<file path="config.mk">
export PLATFORM = sky130hd
export DESIGN_NAME = i2c_apb_master
export DESIGN_NICKNAME = d
export VERILOG_FILES = /design/src/rtl/i2c_apb_pkg.sv /design/src/rtl/i2c_apb_master.sv
export SDC_FILE = /design/constraint.sdc
export NUM_CORES = 1
export LEC_CHECK = 0
export ABC_AREA = 1
export BUFFER_PORTS_ARGS = -buffer_cell sky130_fd_sc_hd__buf_2
export CORE_UTILIZATION = 35
export DETAILED_ROUTE_END_ITERATION = 10
export MAX_ROUTING_LAYER = met4
export PLACE_DENSITY = 0.65
export SKIP_CTS_REPAIR_TIMING = 1
export SLEW_MARGIN = 20
export SYNTH_ARGS = -nofsm -noshare
export SYNTH_HDL_FRONTEND = slang
export SYNTH_SLANG_ARGS = --single-unit
</file>
<file path="constraint.sdc">
create_clock -name pclk -period 1.4 [get_ports pclk]
set_input_delay 0.21 -clock pclk [delete_from_list [all_inputs] [get_ports pclk]]
set_output_delay 0.21 -clock pclk [all_outputs]
set_load 0.03 [all_outputs]
</file>
<file path="src/rtl/i2c_apb_pkg.sv">
// i2c_apb_pkg
//   Shared definitions for the I2C controller APB initiator:
//   - state_t     : initiator FSM states
//   - REG_*       : register offsets of the I2C controller slave
//   - addr_valid(): register-map membership check, rejecting writes to
//                   the read-only registers ST and IF
//   Addresses are compared as 32-bit values; callers with narrower
//   address buses zero-extend.
package i2c_apb_pkg;

  typedef enum logic [1:0] {
    IDLE   = 2'd0,
    SETUP  = 2'd1,
    ACCESS = 2'd2,
    RESP   = 2'd3
  } state_t;

  localparam logic [31:0] REG_CON  = 32'h1C;
  localparam logic [31:0] REG_SE   = 32'h20;
  localparam logic [31:0] REG_ADD  = 32'h24;
  localparam logic [31:0] REG_COM  = 32'h28;
  localparam logic [31:0] REG_DT   = 32'h2C;
  localparam logic [31:0] REG_IE   = 32'h30;
  localparam logic [31:0] REG_ST   = 32'h34;
  localparam logic [31:0] REG_IF   = 32'h38;
  localparam logic [31:0] REG_CD   = 32'h3C;
  localparam logic [31:0] REG_TADD = 32'h40;

  function automatic logic addr_valid(input logic [31:0] addr, input logic wr);
    logic ok;
    ok = 1'b0;
    case (addr)
      REG_CON, REG_SE, REG_ADD, REG_COM, REG_DT,
      REG_IE, REG_CD, REG_TADD: ok = 1'b1;
      REG_ST, REG_IF:           ok = !wr;
      default:                  ok = 1'b0;
    endcase
    return ok;
  endfunction

endpackage

</file>
<file path="src/rtl/i2c_apb_master.sv">
// i2c_apb_master
//   Turns a valid/ready command stream into single APB read/write
//   transfers towards the I2C controller register slave and returns the
//   outcome on a valid/ready response channel. Addresses outside the
//   register map (or writes to read-only registers) are answered locally
//   with rsp_err and never reach the bus. One transaction in flight.
//
//   Ports:
//     pclk, prst            clock, synchronous active-high reset
//     cmd_valid/cmd_ready   command handshake
//     cmd_write/addr/wdata  command payload
//     rsp_valid/rsp_ready   response handshake
//     rsp_rdata, rsp_err    read data (0 for writes/errors), error flag
//     psel..pwdata          APB request outputs
//     prdata, pready        APB completion inputs
//
//   Optional feature: define I2C_APB_MST_PREADY_EN to make the access
//   phase wait on pready, with a timeout after TIMEOUT access cycles.
//   Without it pready is unused and every access lasts one cycle.
import i2c_apb_pkg::*;

module i2c_apb_master #(
  parameter int unsigned ADDR_W  = 8,
  parameter int unsigned DATA_W  = 32,
  parameter int unsigned TIMEOUT = 16
) (
  input  logic              pclk,
  input  logic              prst,
  input  logic              cmd_valid,
  output logic              cmd_ready,
  input  logic              cmd_write,
  input  logic [ADDR_W-1:0] cmd_addr,
  input  logic [DATA_W-1:0] cmd_wdata,
  output logic              rsp_valid,
  input  logic              rsp_ready,
  output logic [DATA_W-1:0] rsp_rdata,
  output logic              rsp_err,
  output logic              psel,
  output logic              penable,
  output logic              pwrite,
  output logic [ADDR_W-1:0] paddr,
  output logic [DATA_W-1:0] pwdata,
  input  logic [DATA_W-1:0] prdata,
  input  logic              pready
);

  state_t state;
  logic   addr_ok;

  assign addr_ok = addr_valid(32'(cmd_addr), cmd_write);

`ifdef I2C_APB_MST_PREADY_EN
  logic [7:0] wait_cnt;
`else
  logic unused_cfg;
  assign unused_cfg = pready | (TIMEOUT > 0);
`endif

  always_ff @(posedge pclk) begin
    if (prst) begin
      state     <= IDLE;
      cmd_ready <= 1'b1;
      rsp_valid <= 1'b0;
      rsp_err   <= 1'b0;
      rsp_rdata <= '0;
      psel      <= 1'b0;
      penable   <= 1'b0;
      pwrite    <= 1'b0;
      paddr     <= '0;
      pwdata    <= '0;
`ifdef I2C_APB_MST_PREADY_EN
      wait_cnt  <= '0;
`endif
    end else begin
      case (state)
        IDLE: begin
          if (cmd_valid) begin
            cmd_ready <= 1'b0;
            if (addr_ok) begin
              paddr  <= cmd_addr;
              pwrite <= cmd_write;
              pwdata <= cmd_write ? cmd_wdata : '0;
              psel   <= 1'b1;
              state  <= SETUP;
            end else begin
              // Rejected locally: answer next cycle, bus untouched.
              rsp_valid <= 1'b1;
              rsp_err   <= 1'b1;
              rsp_rdata <= '0;
              state     <= RESP;
            end
          end
        end

        SETUP: begin
          penable <= 1'b1;
`ifdef I2C_APB_MST_PREADY_EN
          wait_cnt <= '0;
`endif
          state   <= ACCESS;
        end

        ACCESS: begin
`ifdef I2C_APB_MST_PREADY_EN
          // pready wins over the timeout on the limit cycle.
          if (pready) begin
            psel      <= 1'b0;
            penable   <= 1'b0;
            rsp_valid <= 1'b1;
            rsp_err   <= 1'b0;
            rsp_rdata <= pwrite ? '0 : prdata;
            state     <= RESP;
          end else if (wait_cnt == 8'(TIMEOUT - 1)) begin
            psel      <= 1'b0;
            penable   <= 1'b0;
            rsp_valid <= 1'b1;
            rsp_err   <= 1'b1;
            rsp_rdata <= '0;
            state     <= RESP;
          end else begin
            wait_cnt <= wait_cnt + 8'd1;
          end
`else
          psel      <= 1'b0;
          penable   <= 1'b0;
          rsp_valid <= 1'b1;
          rsp_err   <= 1'b0;
          rsp_rdata <= pwrite ? '0 : prdata;
          state     <= RESP;
`endif
        end

        RESP: begin
          if (rsp_ready) begin
            rsp_valid <= 1'b0;
            rsp_err   <= 1'b0;
            cmd_ready <= 1'b1;
            state     <= IDLE;
          end
        end

        default: begin
          state     <= IDLE;
          cmd_ready <= 1'b1;
          psel      <= 1'b0;
          penable   <= 1'b0;
          rsp_valid <= 1'b0;
        end
      endcase
    end
  end

endmodule

</file>
# Yosys cells after proc, flatten, opt, wreduce, memory -nomap -nowiden
# Index checks and enable logic that the tools add are counted.
[op_classes]
reduce_logical = 14
eq_ne = 17
muxes = 22
[ops]
columns = ["operator", "n"]
rows = [
  ["$mux 32", 4],
  ["$eq 8x6->1 const B", 8],
  ["$pmux 32 s2", 1],
  ["$reduce_and 3->1", 4],
  ["$eq 8x5->1 const B", 1],
  ["$eq 8x7->1 const B", 1],
  ["$ne 2x2->1 const B", 4],
  ["$pmux 1 s2", 4],
  ["$pmux 2 s4", 1],
  ["$reduce_or 8->1", 1],
  ["$mux 1", 7],
  ["$mux 2", 3],
  ["$pmux 1 s3", 2],
  ["$reduce_bool 2->1", 3],
  ["$eq 2x2->1 const B", 2],
  ["$reduce_and 4->1", 1],
  ["$reduce_bool 3->1", 1],
  ["$eq 2x1->1 const B", 1],
  ["$logic_not 2->1", 1],
  ["$reduce_and 2->1", 1],
  ["$reduce_or 2->1", 1],
  ["$logic_not 1->1", 1],
]
[word_totals]
ff_bits = 80

# Depth between registers and ports, before layout
# Gate-level depths: netlist of run 1.
[depth]
ltp_word = 6
mapped_depth = 11
mapped_depth_nobuf = 9

# Worst setup path after synthesis of run 1
# Ideal clock, no wire load.
[synth_path]
path_type = "reg-to-reg"
start = "register state[0]"
end = "register rsp_rdata[14]"
path_buffers = 3
slack_ns = -0.192
required_time_ns = 1.336
stages_incl_launch_ff = 10
t_arrival_ns = 1.528
cell_sequence = "dfxtp_1 > inv_1 > ha_1 > buf_2 > nand2_1 > o21a_1 > buf_2 > buf_1 > a21oi_1 > nor2_1"
[synth_between]
elab_chain_cells = 3
elab_cells_between_ends = 7
cone_classes = "3 x eq/ne; 1 x mux; 3 x reduce/logical"
[synth_lines]
columns = ["item", "line_no", "text"]
rows = [
  ["from (decl)", "i2c_apb_master.sv:47", "state_t state;"],
  ["from (signal assigned)", "i2c_apb_master.sv:61", "state <= IDLE;"],
  ["from (signal assigned)", "i2c_apb_master.sv:84", "state <= SETUP;"],
  ["from (signal assigned)", "i2c_apb_master.sv:90", "state <= RESP;"],
  ["$eq 2x2->1 or $logic_not 2->1 (tied branches)", "i2c_apb_master.sv:75", "case (state)"],
  ["$reduce_bool 2->1 (no line) or $ne 2x2->1 (tied branches)", "n/a", ""],
  ["$reduce_and 3->1 (no line)", "n/a", ""],
  ["to (signal assigned)", "i2c_apb_master.sv:128", "rsp_rdata <= pwrite ? '0 : prdata;"],
  ["to (decl)", "i2c_apb_master.sv:36", "output logic [DATA_W-1:0] rsp_rdata,"],
]
# Several ways; a longest one is shown, not always the timed one.
# A chain may end at the register's enable or synchronous reset.

# Worst setup path in the final report of run 1
[layout_path]
start = "register state[1]"
end = "register rsp_rdata[24]"
# Same word-level chain as after synthesis.

==> results of run 1 <==
area by class of cell:
class,count,share of cell area
Antenna cell,1,0.000421
Multi-Input combinational cell,365,0.347
Clock buffer,10,0.0215
Inverter,45,0.0292
Clock inverter,5,0.0179
Sequential cell,80,0.271
Timing Repair Buffer,218,0.285
Tap cell,136,0.0286
flip-flops by register name, summed over array words and instances (netlist names), 2 cells and up:
signal     flops
pwdata        32
state          2
rsp_rdata     32
paddr          8
per-layer routing:
metal  global-route usage  part of all wire  vias up
met5                    -                 0        -
met4               0.0643             0.014        0
met3               0.0464             0.084       14
met2                0.302              0.47      190
met1                0.239              0.43     2007
li1                     -                 -     2114
per-stage QoR:
step / setup TNS, ns / hold WS, ns / setup slack (ns) / instance area (sq um)
2_1_floorplan: 0 / 0.378 / 0.0131 / 3790
3_3_place_gp: -6.52 / 0.425 / -0.124 / 4780
3_5_place_dp: -9.14 / 0.430 / -0.165 / 4780
4_1_cts: -4.77 / 0.126 / -0.126 / 5020
5_1_grt: -5.20 / 0.156 / -0.127 / 5950
6_report: -1.42 / 0.144 / -0.0826 / 5950
cell families (layout without fill, tap and decap cells):
family / after synthesis / in the layout
other: 0 / 1
adders and majority gates: 4 / 4
AOI/OAI and AO/OA: 88 / 89
buffers and inverters: 93 / 278
and+or+nand+nor: 271 / 272
DFF: 80 / 80
how the worst min path moves through the flow:
stage | start | end | slack, ns | depth (start not counted)
floorplan | cmd_addr[2] | paddr[2] | 0.38 | 2
global placement | paddr[7] | paddr[7] | 0.43 | 2
detailed placement | paddr[0] | paddr[0] | 0.43 | 2
CTS | cmd_addr[6] | paddr[6] | 0.13 | 3
global route | cmd_addr[6] | paddr[6] | 0.16 | 3
finish | cmd_addr[6] | paddr[6] | 0.14 | 3
placed cells by master, fill, tap and decap left out, types with 2 or more instances in the layout:
cell | synthesis | layout
a21oi_1 | 79 | 44
a21oi_2 | 1 | 36
buf_12 | 0 | 12
buf_2 | 19 | 154
buf_4 | 1 | 25
buf_6 | 2 | 11
buf_8 | 0 | 3
bufinv_16 | 0 | 3
clkbuf_16 | 0 | 13
clkbuf_8 | 0 | 9
dfxtp_1 | 80 | 78
dfxtp_4 | 0 | 2
ha_4 | 0 | 3
inv_1 | 45 | 41
inv_2 | 0 | 2
inv_4 | 0 | 2
nand2_1 | 150 | 136
nand2_2 | 1 | 8
nand2_4 | 0 | 6
nand2_8 | 0 | 2
nand3_1 | 36 | 22
nand3_2 | 1 | 14
nand4_1 | 38 | 38
nor2_1 | 41 | 39
nor2_4 | 1 | 2
o21a_4 | 0 | 2
o21ai_0 | 5 | 5
power by group through the flow:
| stage | registers [mW] | clock network (mW) | logic (mW) |
|---|---|---|---|
| floorplan | 3.54 | 0 | 2.75 |
| global placement | 2.89 | 0 | 4.26 |
| global route | 2.98 | 2.19 | 7.11 |
| finish | 2.94 | 2.04 | 6.69 |
| detailed placement | 2.91 | 0 | 4.35 |
| CTS | 2.86 | 2.09 | 4.36 |
tightest hold or removal path: stages:
cell and delay [ns]:
buf_2 0.11, nand4_1 0.07, a21oi_1 0.06
==> results.cfg, run 1 <==
[critical_path]
critPathLaunch = state[1]
path_cells = inv_4, ha_4, nand2_4, o21a_4, clkbuf_16, nand3_2, nand2_1, nor2_1
endpoint = rsp_rdata[24]
crit_path_top_delay_cell = dfxtp_4
worst-path-max-fanout = 7
crit_buf_inv = 2
r2r-end = rsp_rdata[24]
crit_family = flip-flops
crit_type = flop to flop
crit_arrival_ns = 1.72
critPathMaxStageDelay_ns = 0.41
r2r_slack_ns = -0.08
crit_path_end_kind = flop
reg2reg_from = state[1]
worstRegToRegCells = 8
critPathRequiredTime_ns = 1.64
critical_path_cell_count = 8
worst_setup_path_start_kind = flop

[cells_and_area]
instances_no_fill = 860
layout.nets = 801
final.fill_count = 909
post-route-util = 0.581
register_area_sq_mm = 0.00161
drive_above_1_share = 0.436
multi_input_area_sq_mm = 0.00207
syn_to_final_growth_pct = 62.0

[routing]
drt-total-wl_um = 12800
final_antenna_net_count = 0
viasPerCell = 5.03
drc_errors = 0
drt_iter0_drc = 255
routedWlPerCell_um = 14.9
first_pass_iters = 5
num_vias = 4325

[synth]
yosys.area_share.simple = 0.321
yosys-top-cells-area = dfxtp_1 44%, nand2_1 15%, a21oi_1 11%, nand4_1 6.5%, nand3_1 4.9%
synthAdderAreaFrac = 0.0136
synth_area_per_cell_sq_um = 6.85
synth_warnings = 0
ys_seq_elements = 80
synth-xor-area-share = 0
synth_edf_count = 0
muxShareOfSynthArea = 0
yosysSeqAreaShare = 0.436
ys_types = 23
synth_top_area_share = 0.436
synth_top_family_by_area = simple AND/OR/NAND/NOR gates
postSynthCellCount = 536
synth_nets = 618
yosysTopAreaCell = dfxtp_1
yosysMostFrequentCell = nand2_1
synth_compound_area_frac = 0.122
async_reset_ff_frac = 0
synthFlopType = dfxtp_1
synthTopCellsByCount = 150 x nand2_1, 80 x dfxtp_1, 79 x a21oi_1
syn-cell-area_sq_mm = 0.00367

[clock_tree]
clk_pin_slew_ns = 0.09
cts_tree = built
clk_path_buf_depth = 2
root_buffer = clkbuf_8
h-tree-depth = 3
clk_latency_ns = 0.35
cts_sinks = 80
numCtsBuffers = 9

[timing]
setup_viol = 32
min_period_over_period = 1.06
maxSlewViolCount = 0
hold_viol = 0
rsz0062_at_grt = true
worst_pin_slew_ns = 0.349
finClkSkew_ns = 0.0139
slew_headroom = 0.767
finalCriticalPeriod_ns = 1.48
fmax_mhz = 674
setup_slack_ns = -0.0826

[worst_hold_path]
hold_path.class = input port to flop

[place]
dp.cells = 811
portBuffers = 154
gp_congestion = 0.790
dp_hpwl_um = 6990

[run_status]
violations = negative setup slack
status = finished, violations left

[pwr]
switchingPower_mw = 4.69
power_leakage_nw = 2.95
intPower_mw = 6.98
pwr-share-clk = 0.175
cellPowerDensity_mw_per_mm2 = 1960
sw_frac_of_total = 0.402
irDropWorstVdd_v = 0.000918
combPwrFrac = 0.573
sequentialPowerShare = 0.252
p_total_mw = 11.7

[floorplan]
die_w_um = 104
core_sq_mm = 0.0102
dieHeight_um = 104
std_cell_rows = 37
start_util = 0.359
dieArea_sq_mm = 0.0109
io-pin-count = 156

[job]
cap_violations = 0

[global_route]
antenna_found_initial = 1
grt_overflow_total = 0
grt_max_degree = 46
grt_pass1_wl_um = 16700
grt_pass1_vias = 3619
grt_use_total = 0.191
(Power assumes the default switching activity.)
==> inputs of run 2 (changes only) <==
clock period = 1.3 ns   (was 1.4 ns; I/O delays follow)
==> run 2 against run 1 <==
Compared with the run above: cell area shrank 3.4%; core utilization fell by 2.0 points; largest power group unchanged; worst hold slack better by 0.0022 ns; global-route usage increased by 0.38 points; critical path depth fell by 2; clock skew down 0.00084 ns; sequential share of layout area grew 0.94 points; sequential cell count did not move; sequential power increased by 7.1%; non-clock buffer count is 11 lower; the run still ends with negative setup slack left.
==> results.cfg, run 2 (same netlist as run 1, synthesis figures left out) <==
[cells_and_area]
drive_above_1_share = 0.444
layout_commonest_cell = buf_2
mostFrequentLayoutCells = 154 x buf_2, 116 x nand2_1, 78 x dfxtp_1
syn_to_final_growth_pct = 56.5
largest_registers = pwdata x32, rsp_rdata x32, paddr x8
post-route-util = 0.562
antennaDiodeCount = 0
instances_no_fill = 847
multi_input_area_sq_mm = 0.00210
register_area_sq_mm = 0.00161
layout.nets = 788
final.fill_count = 959

[pwr]
power_leakage_nw = 2.84
p_total_mw = 11.4
irDropWorstVdd_v = 0.00122
cellPowerDensity_mw_per_mm2 = 1980

[clock_tree]
numCtsBuffers = 9
clk_path_buf_depth = 2
clk_latency_ns = 0.36
cts_tree = built
h-tree-depth = 3
clk_pin_slew_ns = 0.09
root_buffer = clkbuf_8
cts_sinks = 80

[timing]
worst_pin_slew_ns = 0.323
hold_viol = 0
setup_viol = 77
maxSlewViolCount = 0
min_period_over_period = 1.11
finClkSkew_ns = 0.0131
setup_slack_ns = -0.145
finalCriticalPeriod_ns = 1.45
fmax_mhz = 692
rsz0062_at_grt = true
timing.hold.ws_ns = 0.147
slew_headroom = 0.785
setup_tns_ns = -6.22

[global_route]
grt_pass1_vias = 3810
antenna_found_initial = 0
grt_overflow_total = 0
grt_use_total = 0.195
grt_pass1_wl_um = 17000
grt_max_degree = 48

[routing]
drt_iter0_drc = 212
drc_errors = 0
viasPerCell = 5.00
drt-total-wl_um = 12400
first_pass_iters = 5
final_antenna_net_count = 0
num_vias = 4234
routedWlPerCell_um = 14.6

[worst_hold_path]
hold_path.class = input port to flop

[job]
cap_violations = 0

[floorplan]
dieHeight_um = 104
start_util = 0.359
io-pin-count = 156
core_sq_mm = 0.0102
std_cell_rows = 37
die_w_um = 104
dieArea_sq_mm = 0.0109

[critical_path]
crit_arrival_ns = 1.70
worst_setup_path_start_kind = flop
worst-path-max-fanout = 21
crit_type = flop to flop
path_cells = inv_4, ha_4, o21a_4, clkbuf_16, a21oi_1, nor2_1
crit_path_top_delay_cell = dfxtp_4
crit_family = compound AO/OA/AOI/OAI gates
crit_path_end_kind = flop
critPathMaxStageDelay_ns = 0.41
crit_buf_inv = 2
critPathRequiredTime_ns = 1.56

[run_status]
status = finished, violations left
violations = negative setup slack

[place]
dp_hpwl_um = 7020
gp_congestion = 0.800
portBuffers = 154
dp.cells = 813
==> run 2: layout make-up <==
class                   count  share of cell area
well taps                 136              0.0296
flip-flops and latches     80               0.280
clock inverters             5             0.00980
inverters                  45              0.0307
repair buffers            207               0.260
multi-input cells         363               0.365
clock buffers              11              0.0246
==> run 2: path summary, 6_finish.rpt <==
check	from	to	slack, ns	cells past startpoint
max	state[1]	rsp_rdata[8]	-0.15	6
min	cmd_addr[3]	paddr[3]	0.15	3
max reg2reg	state[1]	rsp_rdata[8]	-0.15	6
min reg2reg	paddr[0]	paddr[0]	0.44	2
==> run 2: worst register-to-register path, stage by stage, from the launching register on <==
cell	delay [ns]
dfxtp_4	0.41
inv_4	0.05
ha_4	0.18
o21a_4	0.26
clkbuf_16	0.21
a21oi_1	0.18
nor2_1	0.07
==> run 2: power by group <==
part	internal (mW)	total, mW	switching (mW)
clock network	0.938	1.89	0.950
logic	2.79	6.35	3.55
registers	2.87	3.15	0.272
total	6.61	11.4	4.77
==> run 2: per-stage QoR <==
| stage | worst slack, ns | instance area, sq um |
|---|---|---|
| 2_1_floorplan | -0.0835 | 3800 |
| 3_3_place_gp | -0.190 | 4800 |
| 3_5_place_dp | -0.232 | 4800 |
| 4_1_cts | -0.193 | 4990 |
| 5_1_grt | -0.195 | 5750 |
| 6_report | -0.145 | 5750 |
==> run 2: metal layers <==
| layer | global-route usage | wire [um] |
|---|---|---|
| met5 | - | 0 |
| met4 | 0.0724 | 173 |
| met3 | 0.0514 | 1040 |
| met2 | 0.312 | 5980 |
| met1 | 0.235 | 5190 |
